File: config.mk
export PLATFORM = sky130hd
export DESIGN_NAME = sort_index
export DESIGN_NICKNAME = d
export VERILOG_FILES = /design/src/rtl/sort_index.sv
export SDC_FILE = /design/constraint.sdc
export NUM_CORES = 1
export LEC_CHECK = 0
export ABC_AREA = 1
export CAP_MARGIN = 20
export CORE_MARGIN = 3
export CORE_UTILIZATION = 45
export DETAILED_ROUTE_END_ITERATION = 8
export DONT_BUFFER_PORTS = 1
export PLACE_DENSITY = 0.57
export SYNTH_ARGS = -nofsm -noshare
export SYNTH_HDL_FRONTEND = slang
export SYNTH_SLANG_ARGS = --single-unit
File: constraint.sdc
create_clock -name clk -period 2.2 [get_ports clk]
set_input_delay 0.44 -clock clk [delete_from_list [all_inputs] [get_ports clk]]
set_output_delay 0.44 -clock clk [all_outputs]
set_load 0.02 [all_outputs]
File: src/rtl/sort_index.sv
// rtl/sort_index.sv - odd-even transposition sorter emitting sorted words plus their original positions (SORTER_SIGNED_EN selects signed compare)
module sort_index #(
    parameter int SIZE          = 4,
    parameter int NETWORK_WIDTH = 8,
    parameter int INDEX_WIDTH   = 2
) (
    input  logic                                    clk,
    input  logic                                    reset,
    input  logic                                    start,
    input  logic [SIZE-1:0][NETWORK_WIDTH-1:0]      data_in,
    output logic [SIZE-1:0][NETWORK_WIDTH-1:0]      data_out,
    output logic [SIZE-1:0][INDEX_WIDTH-1:0]        index_out,
    output logic                                    busy,
    output logic                                    done
);

    localparam int PW = $clog2(SIZE + 1);

    typedef enum logic [1:0] {
        IDLE = 2'd0,
        SORT = 2'd1,
        DONE = 2'd2
    } state_t;

    state_t                                 state_q;
    logic [PW-1:0]                          phase_q;
    logic [SIZE-1:0][NETWORK_WIDTH-1:0]     data_q, data_d;
    logic [SIZE-1:0][INDEX_WIDTH-1:0]       idx_q, idx_d;
    logic                                   busy_q, done_q;
    logic                                   odd;
    logic                                   gt;

    // One compare-exchange phase; pairs are disjoint so they all read the registered values.
    always_comb begin
        data_d = data_q;
        idx_d  = idx_q;
        odd    = phase_q[0];
        gt     = 1'b0;
        for (int k = 0; k < SIZE - 1; k++) begin
            if ((k % 2) == int'(odd)) begin
`ifdef SORTER_SIGNED_EN
                gt = $signed(data_q[k]) > $signed(data_q[k+1]);
`else
                gt = data_q[k] > data_q[k+1];
`endif
                if (gt) begin
                    data_d[k]   = data_q[k+1];
                    data_d[k+1] = data_q[k];
                    idx_d[k]    = idx_q[k+1];
                    idx_d[k+1]  = idx_q[k];
                end
            end
        end
    end

    always_ff @(posedge clk) begin
        if (reset) begin
            state_q <= IDLE;
            phase_q <= '0;
            data_q  <= '0;
            idx_q   <= '0;
            busy_q  <= 1'b0;
            done_q  <= 1'b0;
        end else begin
            case (state_q)
                IDLE, DONE: begin
                    if (start) begin
                        data_q <= data_in;
                        for (int k = 0; k < SIZE; k++) begin
                            idx_q[k] <= INDEX_WIDTH'(k);
                        end
                        phase_q <= '0;
                        busy_q  <= 1'b1;
                        done_q  <= 1'b0;
                        state_q <= SORT;
                    end
                end
                SORT: begin
                    data_q  <= data_d;
                    idx_q   <= idx_d;
                    phase_q <= phase_q + PW'(1);
                    if (phase_q == PW'(SIZE - 1)) begin
                        busy_q  <= 1'b0;
                        done_q  <= 1'b1;
                        state_q <= DONE;
                    end
                end
                default: begin
                    state_q <= IDLE;
                end
            endcase
        end
    end

    assign data_out  = data_q;
    assign index_out = idx_q;
    assign busy      = busy_q;
    assign done      = done_q;

endmodule

; ---- Word level (Yosys, flattened, before mapping)
; Index checks and enable logic that the tools add are counted.
[word_totals]
regBits = 47
wordCells = 59
[op_classes]
n_reduce_logical = 8
eq_ne = 8
order_cmp = 3
n_mux = 27
add_sub_neg = 1
[op_table]
columns = op, count
row1 = two-way mux 16 bit, 6
row2 = one-hot mux 32 bit (2 select lines), 1
row3 = two-way mux 32 bit, 1
row4 = greater-than comparator 8 bit, 3
row5 = two-way mux 4 bit, 6
row6 = one-hot mux 8 bit (2 select lines), 1
row7 = "inequality test 2 bit, second input constant", 5
row8 = two-way mux 8 bit, 1
row9 = AND reduction 4 bit, 2
row10 = one-hot mux 3 bit (2 select lines), 1
row11 = two-way mux 1 bit, 4
row12 = two-way mux 2 bit, 2
row13 = one-hot mux 1 bit (2 select lines), 2
row14 = one-hot mux 2 bit (2 select lines), 1
row15 = AND reduction 2 bit, 2
row16 = "adder 3 x 1 -> 3 bit, second input constant", 1
row17 = "equality test 3 x 2 -> 1 bit, second input constant", 1
row18 = two-way mux 3 bit, 1
row19 = AND reduction 3 bit, 1
row20 = "equality test 2 x 1 -> 1 bit, second input constant", 1
row21 = "equality test 2 bit, second input constant", 1
row22 = logical NOT 2 bit, 1
row23 = nonzero test 2 bit, 1
row24 = OR reduction 2 bit, 1

; ---- Depth between registers and ports, before layout
; Gate-level depths: netlist (run 1).
[logic_depth]
word_depth = 8
ltp_mapped = 16
depth_no_buf = 15

; ---- Worst setup path after synthesis (run 1)
; No wires, ideal clock.
[synth_path]
path_type = register -> register
from = register data_q (netlist bit data_out[31])
to = register data_q (netlist bit data_out[24])
t_arrival_ps = 1728
path_stages_with_launch = 13
n_path_buf = 1
setup_slack_ps = 359
synth_period_minus_slack_ps = 1841
t_required_ps = 2087
path_cell_list = dfxtp_1 > inv_1 > ha_1 > nand2_1 > nor2_4 > nand2_1 > nand2_2 > nand2_2 > nand2_2 > nand3_4 > buf_6 > nor2_1 > nor2_1
[synth_between]
elab_chain_cells = 3
[synth_rtl]
columns = item, line_no
row1 = "start, declared", 27  ; logic [SIZE-1:0][NETWORK_WIDTH-1:0] data_q, data_d;
row2 = "start signal, assigned", 68  ; data_q <= data_in;
row3 = "start signal, assigned", 79  ; data_q <= data_d;
row4 = greater-than comparator 8 bit, 44  ; gt = data_q[k] > data_q[k+1];
row5 = inequality test 2 bit (no line), n/a
row6 = AND reduction 4 bit (no line), n/a
; No other way between the ends.
; A chain may end at the register's enable or synchronous reset.

; ---- Worst setup path after layout (run 1)
[layout_path]
from = register data_q (netlist bit data_out[23])
to = register data_q (netlist bit data_out[12])
[layout_between]
elab_chain_cells = 4
[layout_rtl]
columns = item, line_no
row1 = greater-than comparator 8 bit, 44
row2 = two-way mux 16 bit, 46  ; if (gt) begin
row3 = two-way mux 16 bit, 40  ; if ((k % 2) == int'(odd)) begin
row4 = one-hot mux 32 bit (2 select lines), 65  ; case (state_q)
; No other way between the ends.

==> results.tsv, run 1 <==
metric	value	unit
p_switching	1.297	mW
clock_latency	0.31	ns
area_delta_synth_final	15.06	%
hold_path_class	input pin to flop	
async_flop_share	0	
clk_path_buf_depth	2	
overflow	0	
yosys_warnings	0	
yosysMostFrequentCell	nand2_1	
cts_tree	yes	
fin_crit_sh	0.8972	
place_congestion	0.8365	
p_per_area	785.5	mW/mm^2
core	0.006907	mm^2
synth_xor_area_frac	0	
cp-startpoint	data_out[23]	
worstPathRequired	2.45	ns
rrSetupSlack	0.23	ns
vias	3324	
dp.cells	635	
wl_per_cell	14.56	um
min_period	1.974	ns
diodes	0	
fmax	506.6	MHz
clock_skew	0.01116	ns
leakagePower	1.875	nW
die_h	91.29	um
cp-endpoint	data_out[12]	
fin_nets	607	
worst-path-max-fanout	19	
final_max_slew_viol_count	0	
ys.flop_type	dfxtp_1	
slew_headroom	0.7622	
tns	0	ns
row_count	30	
numCtsBuffers	5	
synthMuxAreaShare	0	
r2r_cells	11	
ioPinCount	77	
port_buffers	0	
antenna_found_initial	0	
clock_sinks	47	
synthesis.area	0.003273	mm^2
synth_edf_count	0	
synth_top_family_by_area	simple AND/OR/NAND/NOR gates	
rsz0062_at_grt	no	
status	complete, no violations	
r2r-start	data_out[23]	
path_clk_slew	0.11	ns
grt_max_degree	25	
synth_top_area_share	0.2875	
max-cap-violations	0	
track_usage	0.2250	
drtPass1Iterations	4	
vias_per_cell	5.170	
cp-end-kind	flop	
grt_pass1_wl	15.20	mm
dp.final_hpwl	7.243	mm
hold_slack	0.1743	ns
cp.arrival	2.22	ns
start_util	0.4739	
yosys.area_share.simple	0.3142	
pwr-share-comb	0.449	
cp-start-kind	flop	
clock_power_share	0.197	
swShare	0.4384	
hold_viol	0	
worst_hold_path.num_cells	1	
rr_endpoint	data_out[12]	
die_w	91.29	um
ant_nets	0	
wl	9.362	mm
yosysTopAreaCell	dfxtp_1	
cts.htree.levels	2	
syn-num-nets	571	
yosysSeqAreaShare	0.2875	
first_iter_violations	127	
synth_area_leaders	dfxtp_1 29%, nand2_1 15%, ha_1 9.9%	
pwr-share-seq	0.354	
worst_pin_slew	0.3563	ns
p_int	1.661	mW
die_area	0.008333	mm^2
route.detailed.drc	0	
hp-start	reset	
yosys-top-cells-count	135 x nand2_1, 71 x inv_1, 57 x o21ai_0	
ys_types	29	
syn_avg_cell_area	6.418	um^2
path_class	flop to flop	
grt_pass1_vias	3083	
cts-root-buf	clkbuf_8	
ys_seq_elements	47	
setup_violations	0	
synth_compound_area_frac	0.1758	
drive_gt1_frac	0.1444	
postSynthCellCount	510	
peakVddDrop	0.0003435	V
yosys.area_share.adder	0.09939	
fin_cells	643	
metal layers:
layer	GRT usage	share of wire	vias to the layer above
li1	-	-	1718
met1	0.2998	0.44	1520
met2	0.3801	0.49	81
met3	0.04308	0.058	5
met4	0.04271	0.0073	0
met5	0	0	-
state kept, by name, summed over array words and instances (netlist names):
name       count
busy           1
data_out      32
state_q        2
index_out      8
done           1
phase_q        3
worst max-delay path, cell delays in order (launching register included):
cell and delay (ns):
dfxtp_1 0.46, inv_1 0.09, ha_1 0.29, a21o_1 0.18, nor2_1 0.14, nand2_1 0.09, nand2_1 0.08, buf_4 0.22
o21ai_0 0.10, inv_1 0.07, nand2_1 0.06, a21oi_1 0.13
repair_timing:
item / 4_1_cts / 5_1_grt
hold buffers: 0 / 0
gates resized for setup: 0 / 1
buffers inserted: 0 / 0
endpoints found under the setup margin: 0 / 4
endpoints found under the hold margin: 0 / 0
cell families (layout without fill, tap and decap cells):
logic type / count (synthesis) / count (layout)
simple gates: 227 / 227
buf+inv: 99 / 136
fa+ha+maj: 26 / 26
compound gates: 111 / 111
flops: 47 / 47
power groups by stage:
| stage | Clock, mW | Combinational, mW | Sequential (mW) |
|---|---|---|---|
| floorplan | 0 | 0.865 | 1.15 |
| global placement | 0 | 1.30 | 1.07 |
| detailed placement | 0 | 1.32 | 1.07 |
| CTS | 0.596 | 1.33 | 1.05 |
| global route | 0.632 | 1.51 | 1.06 |
| finish | 0.582 | 1.33 | 1.05 |
final cells by class:
type | count | area [um^2]
inverter | 76 | 285.3
multi-input combinational | 364 | 1934
tap | 96 | 120.1
fill | 754 | 3141
sequential | 47 | 940.9
timing repair buffer | 52 | 390.4
clock inverter | 3 | 26.28
clock buffer | 5 | 68.82
worst min-delay path by stage:
stage	end	slack [ns]
floorplan	phase_q[1]	0.44
global placement	phase_q[1]	0.45
detailed placement	phase_q[1]	0.46
CTS	index_out[3]	0.17
global route	done	0.16
finish	index_out[4]	0.17
metrics by stage:
stage	cell area (um^2)	total power, mW	utilization	setup slack (ns)
2_1_floorplan	3273	2.015	-	0.3594
3_3_place_gp	3666	2.370	0.5308	0.2543
3_5_place_dp	3666	2.392	0.5308	0.2322
4_1_cts	3761	2.974	0.5446	0.1942
5_1_grt	3766	3.210	0.5453	0.02650
6_report	3766	2.958	0.5453	0.2262
cell usage in the layout (no fill, tap or decap), types with 3 or more instances in the layout:
cell type / count
nor2_4: 3
o21ai_0: 57
a21oi_1: 43
inv_2: 4
nand2_1: 135
inv_1: 71
nand2_2: 3
inv_6: 3
nor2_1: 27
o21ai_1: 3
nand3_1: 39
ha_1: 26
clkbuf_8: 5
buf_4: 52
nand4_1: 10
dfxtp_1: 47
Power figures use the tool's default switching activity.
==> run 2, diff against run 1 <==
--- a/config.mk
+++ b/config.mk
@@ -11,6 +11,7 @@
 export CORE_UTILIZATION = 45
 export DETAILED_ROUTE_END_ITERATION = 8
 export DONT_BUFFER_PORTS = 1
+export GPL_ROUTABILITY_DRIVEN = 1
 export PLACE_DENSITY = 0.57
 export SYNTH_ARGS = -nofsm -noshare
 export SYNTH_HDL_FRONTEND = slang
==> results of run 2 <==
The final DEF is identical to that of run 1; final timing and power are the same.
